===== src/rtl/bp_cfg_profile_sequencer.sv =====
// bp_cfg_profile_sequencer
//
// Stores num_profiles_p packed configuration profiles and switches the active
// profile across num_cores_p cores: freeze all cores, wait for every core to
// report idle, apply the selected profile, then release the cores.
//
// Ports:
//   clk_i, reset_n_i          clock, synchronous active-low reset
//   w_v_i/w_idx_i/w_data_i    profile write request; w_ready_o handshake
//   sel_v_i/sel_idx_i         switch request; sel_ready_o high only in IDLE
//   freeze_o / idle_i         per-core freeze request and idle acknowledge
//   active_profile_o/_idx_o   currently applied profile and its slot index
//   busy_o                    high whenever a switch is in progress
//   done_v_o                  one-cycle pulse when a switch completes/aborts
//   err_o                     one-cycle pulse on abort or out-of-range select
//
// Build option:
//   BP_CFG_PROFILE_TIMEOUT_EN  when defined, DRAIN aborts after timeout_p
//                              cycles without all cores idle. When undefined,
//                              DRAIN waits indefinitely and timeout_p is unused.

module bp_cfg_profile_sequencer #(
  parameter int                          num_cores_p     = 4,
  parameter int                          num_profiles_p  = 4,
  parameter int                          profile_width_p = 64,
  parameter logic [profile_width_p-1:0]  reset_profile_p = '0,
  parameter int                          timeout_p       = 255,
  localparam int                         idx_width_lp    = $clog2(num_profiles_p)
) (
  input  logic                       clk_i,
  input  logic                       reset_n_i,
  input  logic                       w_v_i,
  input  logic [idx_width_lp-1:0]    w_idx_i,
  input  logic [profile_width_p-1:0] w_data_i,
  output logic                       w_ready_o,
  input  logic                       sel_v_i,
  input  logic [idx_width_lp-1:0]    sel_idx_i,
  output logic                       sel_ready_o,
  output logic [num_cores_p-1:0]     freeze_o,
  input  logic [num_cores_p-1:0]     idle_i,
  output logic [profile_width_p-1:0] active_profile_o,
  output logic [idx_width_lp-1:0]    active_idx_o,
  output logic                       busy_o,
  output logic                       done_v_o,
  output logic                       err_o
);

  typedef enum logic [1:0] {
    ST_IDLE    = 2'd0,
    ST_DRAIN   = 2'd1,
    ST_APPLY   = 2'd2,
    ST_RELEASE = 2'd3
  } state_e;

  state_e                     r_state;
  logic [idx_width_lp-1:0]    r_pend_idx;
  logic [profile_width_p-1:0] r_mem [num_profiles_p];
  logic [profile_width_p-1:0] r_active_profile;
  logic [idx_width_lp-1:0]    r_active_idx;
  logic                       r_freeze;
  logic                       r_done;
  logic                       r_err;

  logic                       w_busy;
  logic                       w_sel_in_range;
  logic                       w_timeout;
  logic [num_profiles_p-1:0]  w_slot_we;

  assign w_busy = (r_state != ST_IDLE);

  // Only a write aimed at the slot being switched to is held off, so the
  // profile read in APPLY is exactly what was in the slot at select time.
  assign w_ready_o = !(w_busy && (w_idx_i == r_pend_idx));

  // Non-power-of-two slot counts leave unused index codes.
  assign w_sel_in_range = (32'(sel_idx_i) < 32'(num_profiles_p));

  // Out-of-range write indices match no slot and are silently dropped.
  for (genvar gi = 0; gi < num_profiles_p; gi++) begin : g_slot_we
    assign w_slot_we[gi] = w_v_i && w_ready_o && (w_idx_i == idx_width_lp'(gi));
  end

`ifdef BP_CFG_PROFILE_TIMEOUT_EN
  localparam int cnt_width_lp = (timeout_p < 1) ? 1 : $clog2(timeout_p + 1);

  logic [cnt_width_lp-1:0] r_to_cnt;
  logic                    w_to_sat;

  assign w_to_sat  = (32'(r_to_cnt) >= 32'(timeout_p));
  // Abort in the DRAIN cycle whose count would reach timeout_p, so the
  // fastest abort leaves DRAIN after exactly timeout_p cycles.
  assign w_timeout = ((32'(r_to_cnt) + 32'd1) >= 32'(timeout_p));

  // Held at zero outside a switch so it always starts DRAIN from zero.
  always_ff @(posedge clk_i) begin
    if (!reset_n_i) begin
      r_to_cnt <= '0;
    end else if (r_state == ST_IDLE) begin
      r_to_cnt <= '0;
    end else if ((r_state == ST_DRAIN) && !w_to_sat) begin
      r_to_cnt <= r_to_cnt + 1'b1;
    end
  end
`else
  logic w_unused_timeout;
  assign w_unused_timeout = (timeout_p != 0);
  assign w_timeout        = 1'b0;
`endif

  // Profile storage; writes and select can hit the same slot in one cycle,
  // the write lands first and APPLY reads it two cycles later.
  always_ff @(posedge clk_i) begin
    if (!reset_n_i) begin
      for (int i = 0; i < num_profiles_p; i++) begin
        r_mem[i] <= (i == 0) ? reset_profile_p : '0;
      end
    end else begin
      for (int i = 0; i < num_profiles_p; i++) begin
        if (w_slot_we[i]) begin
          r_mem[i] <= w_data_i;
        end
      end
    end
  end

  // Switch sequencer with registered freeze/done/err outputs.
  always_ff @(posedge clk_i) begin
    if (!reset_n_i) begin
      r_state          <= ST_IDLE;
      r_pend_idx       <= '0;
      r_freeze         <= 1'b0;
      r_done           <= 1'b0;
      r_err            <= 1'b0;
      r_active_profile <= reset_profile_p;
      r_active_idx     <= '0;
    end else begin
      r_done <= 1'b0;
      r_err  <= 1'b0;
      case (r_state)
        ST_IDLE: begin
          if (sel_v_i) begin
            if (w_sel_in_range) begin
              r_pend_idx <= sel_idx_i;
              r_freeze   <= 1'b1;
              r_state    <= ST_DRAIN;
            end else begin
              r_err <= 1'b1;
            end
          end
        end
        ST_DRAIN: begin
          if (&idle_i) begin
            r_state <= ST_APPLY;
          end else if (w_timeout) begin
            // Abort: release the cores without touching the active profile.
            r_freeze <= 1'b0;
            r_done   <= 1'b1;
            r_err    <= 1'b1;
            r_state  <= ST_RELEASE;
          end
        end
        ST_APPLY: begin
          r_active_profile <= r_mem[r_pend_idx];
          r_active_idx     <= r_pend_idx;
          r_freeze         <= 1'b0;
          r_done           <= 1'b1;
          r_state          <= ST_RELEASE;
        end
        ST_RELEASE: begin
          r_state <= ST_IDLE;
        end
        default: begin
          r_state <= ST_IDLE;
        end
      endcase
    end
  end

  assign sel_ready_o      = !w_busy;
  assign busy_o           = w_busy;
  assign freeze_o         = {num_cores_p{r_freeze}};
  assign done_v_o         = r_done;
  assign err_o            = r_err;
  assign active_profile_o = r_active_profile;
  assign active_idx_o     = r_active_idx;

endmodule


===== config.mk =====
export PLATFORM = sky130hd
export DESIGN_NAME = bp_cfg_profile_sequencer
export DESIGN_NICKNAME = d
export VERILOG_FILES = /design/src/rtl/bp_cfg_profile_sequencer.sv
export SDC_FILE = /design/constraint.sdc
export NUM_CORES = 1
export LEC_CHECK = 0
export BUFFER_PORTS_ARGS = -buffer_cell sky130_fd_sc_hd__buf_2
export CAP_MARGIN = 20
export CORE_ASPECT_RATIO = 1.2
export CORE_MARGIN = 2
export CORE_UTILIZATION = 50
export CTS_CLUSTER_SIZE = 24
export DETAILED_ROUTE_END_ITERATION = 12
export GPL_TIMING_DRIVEN = 0
export PLACE_DENSITY_LB_ADDON = 0.15
export SLEW_MARGIN = 20
export SYNTH_ARGS = -nofsm -noshare
export SYNTH_HDL_FRONTEND = slang
export SYNTH_SLANG_ARGS = --single-unit

===== constraint.sdc =====
create_clock -name clk_i -period 2.9 [get_ports clk_i]
set_input_delay 0.145 -clock clk_i [delete_from_list [all_inputs] [get_ports clk_i]]
set_output_delay 0.145 -clock clk_i [all_outputs]
set_load 0.03 [all_outputs]

==> flow_metrics.tcl, run 1 <==
set metrics [dict create \
    ys_types 29 \
    die_area_mm2 0.0280 \
    min_period_over_period_pct 94.5 \
    grt_max_degree 65 \
    io_pins 151 \
    clock-root-buffer "clkbuf_16" \
    leakage_nw 6.12 \
    outcome "completed" \
    place.port_buffers 149 \
    layout-drive-gt1-share_pct 23.5 \
    clock_sinks 328 \
    drt-initial-drc-count 604 \
    chipHeight_um 183 \
    coreArea_mm2 0.0263 \
    power_density_mw_per_mm2 755 \
    tightest_slew_ns 1.35 \
    ant_nets 0 \
    finalClockSkew_ns 0.0238 \
    grt-ovfl-total 0 \
    clk_pin_slew_ns 0.06 \
    viasPerCell 5.39 \
    grt_use_total_pct 23.1 \
    setup_viol 0 \
    nets 1321 \
    cts_tree "yes" \
    fin_hold_ws_ns 0.00547 \
    dr.pass1.iters 5 \
    die_w_um 153 \
    synth_area_mm2 0.0133 \
    ir_drop_mv 0.510 \
    max_cap_violations 0 \
    path_max_fanout 39 \
    rsz0062_at_grt "false" \
    synth-seq-cells 328 \
    async_flop_share_pct 0 \
    fin_tns_setup_ns 0 \
    period_needed_ns 2.74 \
    yosys.area.top_type "edfxtp_1" \
    ys_warn_count 0 \
    fmax_mhz 365 \
    start_kind "flip-flop" \
    syn_inst 988 \
    setup_slack_ns 0.158 \
    routed_wl_mm 32.4 \
    syn_to_final_growth_pct 23.0 \
    gp_congestion 0.773 \
    crit_arrival_ns 3.02 \
    synth_edf_count 256 \
    hpwl_mm 20.0 \
    yosys.area.top_type_share_pct 57.6 \
    slew_headroom_pct 9.78 \
    grt_pass1_vias 8695 \
    place_ws_ns -0.373 \
    clkLatencyLatePin_ns 0.57 \
    cp.required_ns 3.18 \
    cts.path.max_buffers 3 \
    hold_viol_final 0 \
    seq_area_frac_synth_pct 68.4 \
    drc 0 \
    start_util_pct 50.8 \
    p_total_w 0.0124 \
    slew_violations 0 \
    crit_type "flip-flop to flip-flop" \
    synth-main-ff-cell "edfxtp_1" \
    syn_avg_cell_area_um2 13.5 \
    synth_fp_nets 1068 \
    yosys-top-cells-area "edfxtp_1, dfxtp_1, nor2_1" \
    hold_class "input port to flip-flop" \
    rows 65 \
    grt_antenna_before_repair 2 \
    endpoint_kind "flip-flop" \
    cts_buffers 31 \
    post_drt_wl_per_cell_um 20.2 \
    vias 8634 \
    cts_htree_levels 1 \
    grt_pass1_wl_mm 49.2 \
]
[layer usage]
metal  global-route usage, %  routed length, um
met5                       0                  7
met4                    5.93                704
met3                    3.33               2350
met2                    41.4              16700
met1                    29.8              12700
[worst max-delay path, stage by stage, from the launching register on]
cell,delay [ns]
dfxtp_1,0.34
inv_1,0.09
ha_1,0.34
o311ai_0,0.42
buf_4,0.31
buf_2,0.34
nand2_8,0.22
buf_16,0.36
[per-stage QoR]
| step | cell area (um2) | util (%) | instances |
|---|---|---|---|
| 2_1_floorplan | 13400 | - | 988 |
| 3_3_place_gp | 14500 | 55.3 | 1472 |
| 3_5_place_dp | 14600 | 55.6 | 1474 |
| 4_1_cts | 16400 | 62.3 | 1600 |
| 5_1_grt | 16400 | 62.5 | 1601 |
| 6_report | 16400 | 62.5 | 1602 |
[final cells by class]
type | count | area (um2)
timing repair buffer | 220 | 1490
sequential | 328 | 9130
buffer | 72 | 358
tap | 335 | 419
fill | 2066 | 9860
clock inverter | 12 | 176
inverter | 19 | 71.3
multi-input combinational | 569 | 3870
clock buffer | 46 | 892
antenna | 1 | 2.50
[report_power, final]
part | switching (W) | internal (W) | total, W
sequential | 0.000160 | 0.00550 | 0.00566
clock | 0.00173 | 0.00249 | 0.00422
combinational | 0.00153 | 0.000977 | 0.00251
[registers in the layout (all words and copies together) (netlist names)]
register,cells
r_freeze,1
r_pend_idx,2
done_v_o,1
r_state,2
active_profile_o,64
r_mem,256
active_idx_o,2
[what timing repair did]
item,in CTS,in global routing
gates resized for setup,4,5
cloned,0,1
setup buffers,0,0
hold buffers,69,0
hold endpoints to repair,244,0
endpoints found under the setup margin,128,148
[kinds of logic (layout without fill, tap and decap cells)]
kind of cell             count (synthesis)  in the layout  share of synthesized area, %
other                                    1              2                        0.0281
AO/OA/AOI/OAI                           37             37                          2.10
AND/OR/NAND/NOR                        393            394                          11.2
XOR/XNOR                                 2              2                         0.131
buffers and inverters                   92            369                          3.18
adder cells (fa/ha/maj)                  4              4                         0.375
multiplexers                           131            131                          14.6
flip-flops                             328            328                          68.4
[Yosys cell counts (all sizes together) (3+ instances only)]
cell type,number
a21oi,3
buf,49
clkbuf,24
dfxtp,72
edfxtp,256
ha,4
inv,19
mux2i,80
mux4,51
nand2,75
nand3,3
nor2,310
o22ai,13
o2bb2ai,13
[worst paths after layout]
path / from / endpoint / slack (ns) / cells past startpoint
max: r_state[0] / r_mem[2][8] / 0.16 / 7
min: w_data_i[57] / r_mem[1][57] / 0.005 / 3
max reg2reg: r_state[0] / r_mem[2][8] / 0.16 / 7
min reg2reg: r_state[1] / r_state[1] / 0.49 / 2
[cells in the final DEF (no fill, tap or decap), types with 13 or more instances in the layout]
cell	n
buf_2	176
clkbuf_1	32
clkbuf_16	31
dfxtp_1	72
dlygate4sd3_1	69
edfxtp_1	256
inv_1	19
mux2i_1	80
mux4_2	51
nand2_1	71
nor2_1	310
o22ai_1	13
o2bb2ai_1	13
(Power assumes the default switching activity.)
==> run 2, diff against run 1 <==
--- a/config.mk
+++ b/config.mk
@@ -7,9 +7,11 @@
 export LEC_CHECK = 0
 export BUFFER_PORTS_ARGS = -buffer_cell sky130_fd_sc_hd__buf_2
 export CAP_MARGIN = 20
+export CELL_PAD_IN_SITES_DETAIL_PLACEMENT = 1
+export CELL_PAD_IN_SITES_GLOBAL_PLACEMENT = 1
 export CORE_ASPECT_RATIO = 1.2
 export CORE_MARGIN = 2
-export CORE_UTILIZATION = 50
+export CORE_UTILIZATION = 43
 export CTS_CLUSTER_SIZE = 24
 export DETAILED_ROUTE_END_ITERATION = 12
 export GPL_TIMING_DRIVEN = 0
==> run 2 against run 1 <==
Against the previous run: final cell count grew 0.69%; critical path type is now input port to flip-flop; sequential share of layout area grew 1.5 points; clock-buffer cell count grew 4; clock skew shrank 0.017 ns; fmax grew 2.8%.
==> flow_metrics.tcl, run 2 (synthesis gave the netlist of run 1 again) <==
set metrics [dict create \
    fin_hold_ws_ns 0.0116 \
    min_period_over_period_pct 92.0 \
    tightest_slew_ns 1.40 \
    clk_pin_slew_ns 0.06 \
    syn_to_final_growth_pct 19.8 \
    hold_class "input port to flip-flop" \
    antenna_cells 0 \
    power_density_mw_per_mm2 782 \
    hpwl_mm 22.8 \
    multi_input_area_mm2 0.00388 \
    met1_length_mm 14.8 \
    nets 1271 \
    leakage_nw 5.91 \
    ff_latch_area_mm2 0.00913 \
    cts.path.max_buffers 3 \
    start_util_pct 43.8 \
    die_area_mm2 0.0325 \
    routed_wl_mm 36.3 \
    netSwitchingFraction_pct 28.3 \
    gp_congestion 0.752 \
    fin_tns_setup_ns 0 \
    coreArea_mm2 0.0305 \
    viasPerCell 5.28 \
    post_drt_wl_per_cell_um 22.5 \
    clockPowerShare_pct 34.6 \
    grt_pass1_wl_mm 54.0 \
    ir_drop_mv 0.394 \
    routed.top_layer "met5" \
    slew_violations 0 \
    clock_sinks 328 \
    clkLatencyLatePin_ns 0.51 \
    final_common_cell "nor2_1" \
    grt_antenna_before_repair 1 \
    drc 0 \
    post-cts-setup-buffers 0 \
    cts_tree "yes" \
    start_kind "input port" \
    power_frac_seq_pct 45.4 \
    grt_pass1_vias 9209 \
    internal-power_w 0.00896 \
    clock-root-buffer "clkbuf_16" \
    drt-initial-drc-count 490 \
    grt_use_total_pct 22.6 \
    grt_max_degree 65 \
    slew_headroom_pct 6.53 \
    path_max_fanout 64 \
    endpoint_kind "flip-flop" \
    combPwrFrac_pct 20.1 \
    layout-drive-gt1-share_pct 24.3 \
    cp.required_ns 2.95 \
    fmax_mhz 375 \
    finalClockSkew_ns 0.00718 \
    wl_met3_mm 1.65 \
    largest-register "r_mem" \
    final_area_mm2 0.0160 \
    largest_reg_flops 256 \
    rows 70 \
    ant_nets 0 \
    rsz0062_at_grt "false" \
    netSwitchingPower_w 0.00354 \
    vias 8520 \
    place_area_mm2 0.0147 \
    cts_htree_levels 2 \
    setup_viol 0 \
    crit_type "input port to flip-flop" \
    place.port_buffers 149 \
    period_needed_ns 2.67 \
    wl_met2_mm 19.2 \
    crit_arrival_ns 2.72 \
    outcome "completed" \
    die_w_um 165 \
    io_pins 151 \
    grt-ovfl-total 0 \
    dr.pass1.iters 6 \
    hold_viol_final 0 \
    n_fill_cell 3106 \
    final_cell_mix "nor2_1, edfxtp_1, buf_2, mux2i_1, dfxtp_1" \
    cts_buffers 35 \
    chipHeight_um 197 \
    max_cap_violations 0 \
]
==> run 2: cell count changes in the layout (fill, tap and decap cells not counted), sizes merged, moves of 2 or more <==
| cell | before | now |
|---|---|---|
| clkbuf | 72 | 77 |
| bufinv | 4 | 1 |
| dlygate4sd3 | 69 | 16 |
| buf | 197 | 195 |
| clkinv | 4 | 11 |
| clkinvlp | 2 | 0 |
==> run 2: through the flow <==
stage / worst slack, ns / power (W) / util (%) / cells
floorplan: 0.0818 / 0.00743 / - / 988
global placement: -0.938 / 0.00820 / 47.9 / 1533
detailed placement: -0.539 / 0.00828 / 48.1 / 1535
CTS: -0.0863 / 0.0126 / 52.3 / 1613
global route: 0.0650 / 0.0130 / 52.4 / 1613
finish: 0.232 / 0.0125 / 52.4 / 1613
==> run 2: power groups by stage <==
stage	Combinational (W)	Sequential [W]	Clock (W)
4_1_cts	0.00254	0.00568	0.00439
3_3_place_gp	0.00244	0.00576	0
5_1_grt	0.00269	0.00571	0.00456
2_1_floorplan	0.00148	0.00595	0
6_report	0.00251	0.00567	0.00432
3_5_place_dp	0.00250	0.00578	0
==> run 2: cell type report <==
cell class                 count  area share (%)
sequential                   328            57.1
multi-input combinational    569            24.3
clock buffer                  50            6.35
timing repair buffer         167            5.97
tap                          396            3.10
buffer                        71            2.21
clock inverter                13           0.540
inverter                      19           0.446
==> run 2: path summary, 6_finish.rpt <==
kind                            slack, ns                 start              endpoint  cells after the start
worst max-delay path                 0.23             reset_n_i           r_mem[3][7]                      4
worst min-delay path                 0.01           w_data_i[8]           r_mem[3][8]                      3
worst max register to register       0.25            r_state[0]           r_mem[1][1]                      7
worst min register to register       0.49  active_profile_o[43]  active_profile_o[43]                      2
==> run 2: routing by layer <==
metal  vias up  track usage, %
li1       3902               -
met1      4353            28.7
met2       217            40.7
met3        46            2.99
met4         2            5.76
met5         -               0
==> run 2: repair_timing <==
action | CTS | global route
gates cloned | 0 | 1
gates resized for setup | 4 | 7
hold endpoints to repair | 20 | 0
setup endpoints to repair | 195 | 192
hold buffers | 16 | 0
==> run 2: worst max-delay path, stage by stage <==
cell      delay [ns]
buf_2           0.11
clkbuf_1        0.60
clkbuf_1        1.09
nand2_8         0.71
==> run 3, diff against run 2 <==
--- a/config.mk
+++ b/config.mk
@@ -14,7 +14,7 @@
 export CORE_UTILIZATION = 43
 export CTS_CLUSTER_SIZE = 24
 export DETAILED_ROUTE_END_ITERATION = 12
-export GPL_TIMING_DRIVEN = 0
+export GPL_TIMING_DRIVEN = 1
 export PLACE_DENSITY_LB_ADDON = 0.15
 export SLEW_MARGIN = 20
 export SYNTH_ARGS = -nofsm -noshare
==> run 3 against run 2 <==
Against the previous run: global-route usage down 1.3 points; first-iteration DRC count shrank 22%; setup slack gained 0.26 ns; clock power hardly changed; critical path depth unchanged; sequential cell count stayed put; hold slack worse by 0.0036 ns; sequential share of layout area up 0.74 points; fmax is 11% higher; final cell count fell by 3.4%; critical endpoint is now w_ready_o; largest cell class unchanged.
==> flow_metrics.tcl, run 3 (synthesis gave the netlist of run 1 again) <==
set metrics [dict create \
    gp_congestion 0.720 \
    fin_hold_ws_ns 0.00799 \
    clk_pin_slew_ns 0.06 \
    place.port_buffers 149 \
    drc 0 \
    final_cell_mix "nor2_1, edfxtp_1, buf_2, mux2i_1, nand2_1" \
    cts_htree_levels 2 \
    grt-ovfl-total 0 \
    final_common_cell "nor2_1" \
    largest_reg_flops 256 \
    n_fill_cell 3143 \
    combPwrFrac_pct 19.4 \
    die_w_um 165 \
    cp.required_ns 2.76 \
    path_max_fanout 45 \
    min_period_over_period_pct 83.1 \
    hpwl_mm 19.1 \
    viasPerCell 5.29 \
    clock-root-buffer "clkbuf_16" \
    cts_buffers 35 \
    internal-power_w 0.00893 \
    rsz0062_at_grt "false" \
    cts.path.max_buffers 3 \
    clockPowerShare_pct 34.7 \
    nets 1216 \
    path_buf_inv 2 \
    grt_pass1_vias 8965 \
    grt_pass1_wl_mm 51.6 \
    vias 8235 \
    drt-initial-drc-count 384 \
    start_util_pct 43.8 \
    largest-register "r_mem" \
    ir_drop_mv 0.411 \
    post-cts-setup-buffers 0 \
    slew_violations 0 \
    outcome "completed" \
    dr.pass1.iters 4 \
    finalClockSkew_ns 0.0119 \
    critPathMaxStageDelay_ns 0.69 \
    hold_viol_final 0 \
    leakage_nw 5.80 \
    crit_path_top_delay_cell "buf_4" \
    syn_to_final_growth_pct 18.3 \
    grt_max_degree 65 \
    chipHeight_um 197 \
    post_drt_wl_per_cell_um 21.6 \
    start_kind "flip-flop" \
    clkLatencyLatePin_ns 0.51 \
    die_area_mm2 0.0325 \
    hold_class "input port to flip-flop" \
    post_cts_resized 0 \
    ant_nets 0 \
    power_frac_seq_pct 45.9 \
    slew_headroom_pct 41.9 \
    setup_viol 0 \
    power_density_mw_per_mm2 784 \
    grt_use_total_pct 21.3 \
    endpoint_kind "primary output" \
    crit_arrival_ns 2.26 \
    clock_sinks 328 \
    rows 70 \
    cts_tree "yes" \
    netSwitchingPower_w 0.00345 \
    fmax_mhz 415 \
    max_cap_violations 0 \
    layout-drive-gt1-share_pct 24.0 \
    cp_top_family "buffers and inverters" \
    rrSetupSlack_ns 0.53 \
    crit_type "flip-flop to primary output" \
    routed_wl_mm 33.6 \
    netSwitchingFraction_pct 27.8 \
    tightest_slew_ns 0.871 \
    grt_antenna_before_repair 0 \
    fin_tns_setup_ns 0 \
    hold_buffers 13 \
    io_pins 151 \
    path_cells "buf_4, xnor2_1, nand3_1, buf_2" \
    coreArea_mm2 0.0305 \
    period_needed_ns 2.41 \
    antenna_cells 0 \
]
-- run 3: changes by cell type in the layout (fill, tap and decap cells not counted), sizes merged --
cell         previous run  this run
clkinv                 11         7
buf                   195       171
inv                    20        19
dlygate4sd3            16        13
nand2                  76        75
clkbuf                 77        55
-- run 3: final cells by class --
type	instances	area (um2)	area share, %
sequential	328	9140	57.9
multi-input combinational	568	3850	24.4
timing repair buffer	184	1140	7.24
clock buffer	55	1030	6.54
tap	396	495	3.14
inverter	19	71.3	0.452
clock inverter	8	60.1	0.380
-- run 3: worst paths after layout --
kind | from | end | cells after the start
setup / recovery | r_pend_idx[1] | w_ready_o | 4
hold / removal | w_data_i[24] | r_mem[2][24] | 3
setup reg to reg | r_state[0] | r_pend_idx[0] | 6
hold reg to reg | active_profile_o[9] | active_profile_o[9] | 2
-- run 3: metrics by stage --
step | total power, W | util, % | cell area, um2 | setup WS, ns | std cells
finish | 0.0124 | 51.8 | 15800 | 0.490 | 1558
global route | 0.0129 | 51.8 | 15800 | 0.331 | 1558
CTS | 0.0125 | 51.8 | 15800 | 0.414 | 1558
detailed placement | 0.00820 | 47.8 | 14600 | 0.578 | 1482
global placement | 0.00814 | 47.8 | 14600 | 0.673 | 1482
floorplan | 0.00743 | - | 13400 | 0.0818 | 988
-- run 3: layer usage --
metal / part of all wire, % / global-route usage [%]
met4: 2.3 / 6.15
met3: 3.9 / 3.07
met2: 52 / 38.2
met1: 42 / 26.8
met5: 0 / 0
-- run 3: worst register-to-register path, cell delays in order (launching register included) --
cell,delay (ns)
dfxtp_1,0.31
inv_1,0.15
ha_1,0.41
nand3_1,0.11
dlygate4sd3_1,0.58
a21oi_1,0.17
dlygate4sd3_1,0.58
-- run 3: power by group through the flow --
| stage | Sequential [W] | Combinational (W) | Clock, W |
|---|---|---|---|
| floorplan | 0.00595 | 0.00148 | 0 |
| global placement | 0.00577 | 0.00237 | 0 |
| detailed placement | 0.00579 | 0.00241 | 0 |
| CTS | 0.00569 | 0.00244 | 0.00438 |
| global route | 0.00573 | 0.00258 | 0.00455 |
| finish | 0.00569 | 0.00240 | 0.00429 |
